$ cat src/rtl/mul_shadd32u.sv
// Radix-4 shift-add unsigned 32x32 multiplier: 2 multiplier bits per Loop cycle, 64-bit exact product.
// Optional early termination when the remaining multiplier is zero: define MUL_EARLY_TERM_EN.
module mul_shadd32u (
  input  logic        clk,
  input  logic        rst,
  input  logic [31:0] a_in,
  input  logic [31:0] b_in,
  input  logic        start_in,
  output logic [63:0] p_out,
  output logic        busy
);

  // state  | meaning
  // FINISH | idle, p_out holds the last result (unused code 2'b11 also lands here)
  // PREP   | load operands, precompute 3A
  // LOOP   | add 0/A/2A/3A at weight 4^count, shift multiplier right by 2
  typedef enum logic [1:0] {
    FINISH = 2'b00,
    PREP   = 2'b01,
    LOOP   = 2'b10
  } state_t;

  state_t      state;
  logic [63:0] acc;
  logic [31:0] mult;
  logic [33:0] a3;
  logic [4:0]  count;

  logic [33:0] a_x3;
  logic [33:0] multiple;
  logic [63:0] addend;
  logic [63:0] acc_next;
  logic        last_iter;

  assign a_x3 = {2'b00, a_in} + {1'b0, a_in, 1'b0};

  always_comb begin
    multiple = 34'd0;
    case (mult[1:0])
      2'd0: multiple = 34'd0;
      2'd1: multiple = {2'b00, a_in};
      2'd2: multiple = {1'b0, a_in, 1'b0};
      2'd3: multiple = a3;
      default: multiple = 34'd0;
    endcase
  end

  // Largest weight is 4^15 and the largest multiple is below 2^34, so the sum never exceeds 64 bits.
  assign addend   = {30'd0, multiple} << {count, 1'b0};
  assign acc_next = acc + addend;

`ifdef MUL_EARLY_TERM_EN
  assign last_iter = (count == 5'd15) || (mult[31:2] == 30'd0);
`else
  assign last_iter = (count == 5'd15);
`endif

  always_ff @(posedge clk) begin
    if (rst) begin
      state <= FINISH;
      busy  <= 1'b0;
      p_out <= 64'd0;
      acc   <= 64'd0;
      count <= 5'd0;
      mult  <= 32'd0;
      a3    <= 34'd0;
    end else begin
      case (state)
        PREP: begin
          acc   <= 64'd0;
          mult  <= b_in;
          a3    <= a_x3;
          count <= 5'd0;
          state <= LOOP;
        end
        LOOP: begin
          acc   <= acc_next;
          mult  <= mult >> 2;
          count <= count + 5'd1;
          if (last_iter) begin
            state <= FINISH;
            busy  <= 1'b0;
            p_out <= acc_next;
          end
        end
        default: begin
          state <= FINISH;
          busy  <= 1'b0;
          if (start_in) begin
            if ((a_in != 32'd0) && (b_in != 32'd0)) begin
              state <= PREP;
              busy  <= 1'b1;
            end else begin
              p_out <= 64'd0;
            end
          end
        end
      endcase
    end
  end

endmodule

$ cat config.mk
export PLATFORM = sky130hd
export DESIGN_NAME = mul_shadd32u
export DESIGN_NICKNAME = d
export VERILOG_FILES = /design/src/rtl/mul_shadd32u.sv
export SDC_FILE = /design/constraint.sdc
export NUM_CORES = 1
export LEC_CHECK = 0
export ABC_AREA = 1
export CORE_MARGIN = 4
export CORE_UTILIZATION = 30
export DETAILED_ROUTE_END_ITERATION = 8
export PLACE_DENSITY = 0.52
export SYNTH_ARGS = -nofsm -noshare
export SYNTH_HDL_FRONTEND = slang
export SYNTH_SLANG_ARGS = --single-unit
$ cat constraint.sdc
create_clock -name clk -period 3.5 [get_ports clk]
set_input_delay 0.525 -clock clk [delete_from_list [all_inputs] [get_ports clk]]
set_output_delay 0.525 -clock clk [all_outputs]
set_load 0.01 [all_outputs]
==> key figures, run 1 <==
CTS
  – CTS tree: yes
  – # hold bufs at CTS: 0
  – Worst-path clk slew: 0.06 ns
  – Root buffer cell: clkbuf_16
  – Skew-Pair Late Insertion Delay: 0.57 ns
  – H-Tree Depth: 1
  – Max clock buf depth: 3
  – Clock tree sinks: 202
  – TritonCTS Buffers: 25

Drt
  – DRC viols: 0
  – Avg Vias per Cell: 5.04
  – DR pass1 iterations: 6
  – DR iter-0 viols: 1054
  – Final WL: 78.9 mm
  – Vias: 21300
  – Routed Antenna Nets: 0
  – Wire per inst: 18.6 um

Floorplanning
  – FP Rows: 86
  – Initial Utilization: 0.305
  – Top Ports: 132
  – Die width: 245 um
  – Total die area: 60200 um^2
  – Die height: 245 um
  – Area of the core: 55400 um^2

Setup path
  – R2r setup slk: -0.47 ns
  – CP top delay family: simple AND/OR/NAND/NOR gates
  – Critical Path Fanout Max: 8
  – Reg-to-Reg End: acc[58]
  – CP required: 3.98 ns
  – Worst path most repeated cell: nand2_1
  – Worst setup startpoint: mult[0]
  – Startpoint Class: flop
  – CP max stage cell: dfxtp_4
  – WP data arrival: 4.45 ns
  – Max incr delay on CP: 0.40 ns
  – Buffers plus inverters on the worst setup path: 9
  – Critical path type: reg -> reg
  – Worst R2R Start: mult[0]
  – Critical path endpoint category: flop
  – Worst reg2reg path depth: 29

Final layout
  – Fill cell count: 5672
  – Design Area, Final: 27400 um^2
  – Nets@finish: 3659
  – Share of cells above drive strength 1: 0.360
  – Area delta synth->final: 61.8%
  – Final Non-Filler Cells: 4236

Yosys
  – Unique cell type count in the Yosys netlist: 55
  – Syn_nets: 2967
  – Synth Register Bits: 202
  – Post-synth top flop: dfxtp_1
  – Syn Std Cell Area: 16900 um^2
  – Most area-consuming cells after synthesis: dfxtp_1 24%, nand2_1 13%, a21oi_1 9.0%
  – Synth Instances: 2780
  – Ys async rst share: 0
  – Cell accounting for the most synthesized area: dfxtp_1
  – Syn Area/Cell: 6.08 um^2
  – Commonest cells post-synth: 602 x nand2_1, 321 x inv_1, 304 x a21oi_1, 304 x nor2_1, 277 x o21ai_0
  – Share of the synthesized area in the top cell type: 0.239
  – Most common cell in the netlist: nand2_1
  – YS warnings: 0
  – Post-synthesis sequential area ratio: 0.239
  – Post-synth EDFFs: 0

Run status
  – Violated checks: negative setup slack
  – Run status: finished with violations

Global routing
  – Vias in the first global route: 21200
  – First-pass GRT wire length: 120 mm
  – Remaining Overflow, GRT: 0
  – Pin count of the biggest net entering global routing: 118
  – GRT Total Usage: 0.252
  – Initial antenna violation count: 1

Timing
  – Max Clk Rate: 252 MHz
  – Clock skew: 0.0228 ns
  – Final setup vio count: 105
  – Final Hold Vio Count: 0
  – Slew Limit Fails: 0
  – Worst slew pin tran: 1.21 ns
  – Crit share post-route: 1.13
  – RSZ-0062 raised after global routing: true
  – Final min period: 3.97 ns
  – Final WS setup: -0.472 ns
  – Slew HR: 0.192
  – Hold_ws: 0.468 ns

Worst hold path
  – Hold path depth: 2
  – Min-delay worst type: reg -> reg
  – Hold wc startpoint: p_out[3]
  – Hold EP: p_out[3]

Place
  – Final HPWL DP: 63.1 mm
  – Routability cong.: 0.986
  – Port buffer count: 131
  – Placed cells: 4141
  – Placed Instance Area: 23300 um^2

Power and ir drop
  – PnR Total Power: 10.9 mW
  – Max VDD drop: 308 uV
  – PwrDens: 399 nW/um^2
  – Leakage: 12.1 nW

Run
  – Max Cap Viol: 0
## tightest hold or removal path, cell delays in order, from the launching register on
cell     delay [ns]
dfxtp_1        0.31
nand2_1        0.06
a21oi_1        0.05
## registers in the layout, indices dropped and copies added, names as in the netlist
register	count
count	5
a3	34
p_out	64
acc	64
busy	1
state	2
mult	32
## metal layers
| metal | vias up | GRT usage | share of wire |
|---|---|---|---|
| met3 | 144 | 0.0256 | 0.036 |
| met4 | 0 | 0.0849 | 0.046 |
| li1 | 10700 | - | - |
| met2 | 467 | 0.464 | 0.50 |
| met5 | - | 0 | 0 |
| met1 | 10000 | 0.304 | 0.42 |
## stage by stage
| stage | util | setup WS [ns] | setup TNS [ns] |
|---|---|---|---|
| floorplan | - | 0.305 | 0 |
| global placement | 0.420 | -1.53 | -127.88 |
| detailed placement | 0.420 | -1.52 | -128.81 |
| CTS | 0.471 | -0.463 | -35.43 |
| global route | 0.493 | -0.705 | -60.12 |
| finish | 0.494 | -0.472 | -34.63 |
## how the worst max path moves through the flow
stage                          to  slack, ns  depth (start not counted)
after floorplan           acc[46]       0.31                         25
after global placement    acc[42]      -1.53                         25
after detailed placement  acc[42]      -1.52                         25
after CTS                 acc[32]      -0.46                         26
after global routing      acc[41]      -0.71                         31
final                     acc[58]      -0.47                         29
## cells in the final DEF (no fill, tap or decap), drive strengths merged, types with 5 or more instances in the layout
cell / Yosys / final
a21boi: 7 / 7
a21o: 24 / 24
a21oi: 304 / 304
a22oi: 8 / 8
a31oi: 17 / 17
buf: 37 / 655
clkbuf: 85 / 33
clkdlybuf4s50: 0 / 130
clkinv: 6 / 13
dfxtp: 202 / 202
ha: 118 / 118
inv: 329 / 329
mux2i: 8 / 8
nand2: 606 / 606
nand3: 189 / 189
nand4: 33 / 33
nor2: 307 / 308
nor3: 26 / 26
nor4: 17 / 17
o211ai: 21 / 21
o21a: 8 / 8
o21ai: 342 / 342
o21bai: 15 / 15
o221ai: 11 / 11
o22ai: 7 / 7
or2: 8 / 8
xnor2: 5 / 5
xor2: 17 / 17
## what timing repair did
action | in CTS | in global routing
pin swaps | 93 | 78
resized for setup | 502 | 268
endpoints found under the setup margin | 120 | 120
buffers inserted | 27 | 24
cloned | 1 | 1
## cell type report
class,count,area (um^2),share of cell area
Clock inverter,10,133,0.00485
Inverter,335,1290,0.0471
Multi-Input combinational cell,2122,13800,0.503
Timing Repair Buffer,786,6490,0.237
Tap cell,748,936,0.0342
Clock buffer,32,692,0.0253
Antenna cell,1,2.50,0.0000915
Sequential cell,202,4050,0.148
## where the power goes
part           switching (mW)  internal, mW  leakage [nW]  total, mW
logic                    2.88          2.29          10.1       5.17
clock network            1.12          1.60         0.411       2.72
registers               0.325          2.70          1.65       3.02
## logic make-up after synthesis
| kind of cell | Yosys count | synth area share |
|---|---|---|
| xor+xnor | 22 | 0.0114 |
| flops | 202 | 0.239 |
| compound gates | 777 | 0.253 |
| buf+inv | 457 | 0.107 |
| fa+ha+maj | 120 | 0.0897 |
| simple gates | 1194 | 0.296 |
| mux | 8 | 0.00474 |
Power figures use the tool's default switching activity.
==> inputs of run 2 (changes only) <==
==> constraint.sdc (replaced) <==
create_clock -name clk -period 4.2 [get_ports clk]
set_input_delay 0.63 -clock clk [delete_from_list [all_inputs] [get_ports clk]]
set_output_delay 0.63 -clock clk [all_outputs]
set_load 0.01 [all_outputs]
==> run 2 against run 1 <==
The flow now finishes without violations; routed wire length shrank 3.6%; first-iteration DRC count rose by 8.6%; global-route usage decreased by 0.96 points; critical endpoint is now acc[47]; largest cell class unchanged.
==> key figures, run 2 (synthesis results as in run 1) <==
Drt
  – DR iter-0 viols: 1145 (+8.6%)
  – Final WL: 76.1 mm (-3.6%)
  – Vias: 20900 (-2.0%)
  – DRC viols: 0 (unchanged)
  – DR pass1 iterations: 5 (-1)
  – Routed Antenna Nets: 0 (unchanged)
  – Avg Vias per Cell: 5.05 (+0.26%)
  – Wire per inst: 18.4 um (-1.4%)

Floorplanning
  – Initial Utilization: 0.305 (unchanged)
  – Total die area: 60200 um^2 (unchanged)
  – Die width: 245 um (unchanged)
  – Area of the core: 55400 um^2 (unchanged)
  – Die height: 245 um (unchanged)
  – Top Ports: 132 (unchanged)
  – FP Rows: 86 (unchanged)

Global routing
  – Initial antenna violation count: 1 (unchanged)
  – Remaining Overflow, GRT: 0 (unchanged)
  – GRT Total Usage: 0.242 (-0.00957)
  – Vias in the first global route: 20500 (-3.1%)
  – Pin count of the biggest net entering global routing: 64 (-46%)
  – First-pass GRT wire length: 116 mm (-3.5%)

Final layout
  – Design Area, Final: 25500 um^2 (-6.7%)
  – Combined area of the multi-input logic cells: 12600 um^2 (-8.1%)
  – Fill cell count: 5893 (+3.9%)
  – Antenna cells: 0 (-1)
  – Final Util: 0.460 (-0.0333)
  – Reg area: 4050 um^2 (about the same)
  – Nets@finish: 3558 (-2.8%)
  – Final Non-Filler Cells: 4139 (-2.3%)
  – Biggest registers after layout: acc x64, p_out x64, a3 x34
  – Commonest non-fill, non-tap cell in the layout: nand2_1
  – Share of cells above drive strength 1: 0.288 (-0.0730)
  – Area delta synth->final: 50.9%
  – Most frequent cells in the layout: 561 x nand2_1, 535 x buf_4, 308 x inv_1

Place
  – Port buffer count: 131 (unchanged)
  – Final HPWL DP: 61.1 mm (-3.3%)
  – Placed cells: 4070 (-1.7%)
  – Routability cong.: 0.992 (+0.63%)
  – Placed Instance Area: 22700 um^2 (-2.4%)

Setup path
  – Worst path most repeated cell: o21ai_2
  – R2r setup slk: 0.15 ns (+0.62 ns)
  – Critical path type: reg -> reg
  – Buffers plus inverters on the worst setup path: 6 (-3)
  – CP required: 4.67 ns (+0.69 ns)
  – Startpoint Class: flop
  – Worst R2R Start: mult[0]
  – CP top delay family: compound AO/OA/AOI/OAI gates
  – Reg-to-Reg End: acc[47]
  – Critical path endpoint category: flop
  – Worst setup startpoint: mult[0]
  – Critical Path Fanout Max: 9 (+1)
  – CP max stage cell: dfxtp_4
  – Worst reg2reg path depth: 28 (-3.4%)
  – Max incr delay on CP: 0.37 ns (-0.03 ns)
  – WP data arrival: 4.53 ns (+0.08 ns)

Run status
  – Run status: completed

CTS
  – Worst-path clk slew: 0.06 ns (about the same)
  – TritonCTS Buffers: 26 (+4.0%)
  – Max clock buf depth: 3 (unchanged)
  – Root buffer cell: clkbuf_16
  – H-Tree Depth: 1 (unchanged)
  – Clock tree sinks: 202 (unchanged)
  – CTS tree: yes
  – Skew-Pair Late Insertion Delay: 0.56 ns (about the same)

Timing
  – Final min period: 4.05 ns (+0.0826 ns)
  – RSZ-0062 raised after global routing: true
  – Slew Limit Fails: 0 (unchanged)
  – Worst slew pin tran: 0.801 ns (-0.411 ns)
  – Slew HR: 0.466 (+0.275)
  – Final Hold Vio Count: 0 (unchanged)
  – Crit share post-route: 0.965 (-0.169)
  – Clock skew: 0.0204 ns (-0.00236 ns)
  – Hold_ws: 0.468 ns (-0.000449 ns)
  – Max Clk Rate: 247 MHz (-2.0%)
  – Final setup vio count: 0 (-100%)

Worst hold path
  – Hold wc startpoint: p_out[6]
  – Hold EP: p_out[6]
  – Hold path depth: 2 (unchanged)
  – Min-delay worst type: reg -> reg

Power and ir drop
  – PnR Total Power: 8.94 mW (-18%)
  – Max VDD drop: 263 uV (-15%)
  – Leakage: 11.5 nW (-5.4%)
  – PwrDens: 351 nW/um^2 (-12%)

Run
  – Max Cap Viol: 0 (unchanged)
## run 2: cell types whose count changed in the layout (fill, tap and decap cells not counted), sizes merged
cell           delta
dlymetal6s2s      +1
buf             -101
bufinv            +3
inv               -1
clkinvlp          +2
clkinv            -2
nor2              -1
clkbuf            +4
diode             -1
clkdlybuf4s50     -1
## run 2: worst max path at each step
| stage | slack [ns] | cells after the start | to |
|---|---|---|---|
| 2_1_floorplan | 1.01 | 25 | acc[46] |
| 3_3_place_gp | -0.82 | 25 | acc[59] |
| 3_5_place_dp | -0.78 | 25 | acc[59] |
| 4_1_cts | -0.02 | 27 | p_out[57] |
| 5_1_grt | -0.05 | 29 | acc[63] |
| 6_report | 0.15 | 28 | acc[47] |
## run 2: where the power goes
part / internal, mW / switching, mW / leakage (nW) / total [mW]
clock network: 1.58 / 0.952 / 0.457 / 2.53
logic: 1.70 / 2.22 / 9.39 / 3.92
registers: 2.25 / 0.240 / 1.65 / 2.49
total: 5.53 / 3.41 / 11.5 / 8.94
## run 2: stage by stage
stage                     setup slack (ns)  TNS [ns]
final                                0.145         0
after global routing               -0.0516    -0.675
after CTS                          -0.0231   -0.0231
after detailed placement            -0.782    -55.05
after global placement              -0.822    -53.81
after floorplan                       1.01         0
## run 2: final cells by class
class,instances,share of cell area
Timing Repair Buffer,685,0.221
Multi-Input combinational cell,2121,0.496
Tap cell,748,0.0367
Sequential cell,202,0.159
Clock inverter,12,0.00873
Inverter,335,0.0502
Clock buffer,36,0.0286
## run 2: worst reg2reg max path: cells and delay by family (launching register included)
| family | cells | cell delay (ns) |
|---|---|---|
| buffers and inverters | 6 | 0.71 |
| adders and majority gates | 1 | 0.36 |
| and+or+nand+nor | 9 | 0.85 |
| AOI/OAI and AO/OA | 12 | 1.70 |
| DFF | 1 | 0.37 |
## run 2: repair_timing
item | 4_1_cts | 5_1_grt
buffers inserted | 1 | 19
setup endpoints to repair | 91 | 98
hold buffers | 0 | 0
pin swaps | 4 | 87
resized for setup | 70 | 397
endpoints found under the hold margin | 0 | 0
gates cloned | 0 | 1
## run 2: routing by layer
metal  vias up  GRT usage  wire [um]
met4         2     0.0726       3270
met1      9819      0.296      32500
met2       445      0.447      37400
li1      10500          -          -
met5         -          0         13
met3       137     0.0246       2910
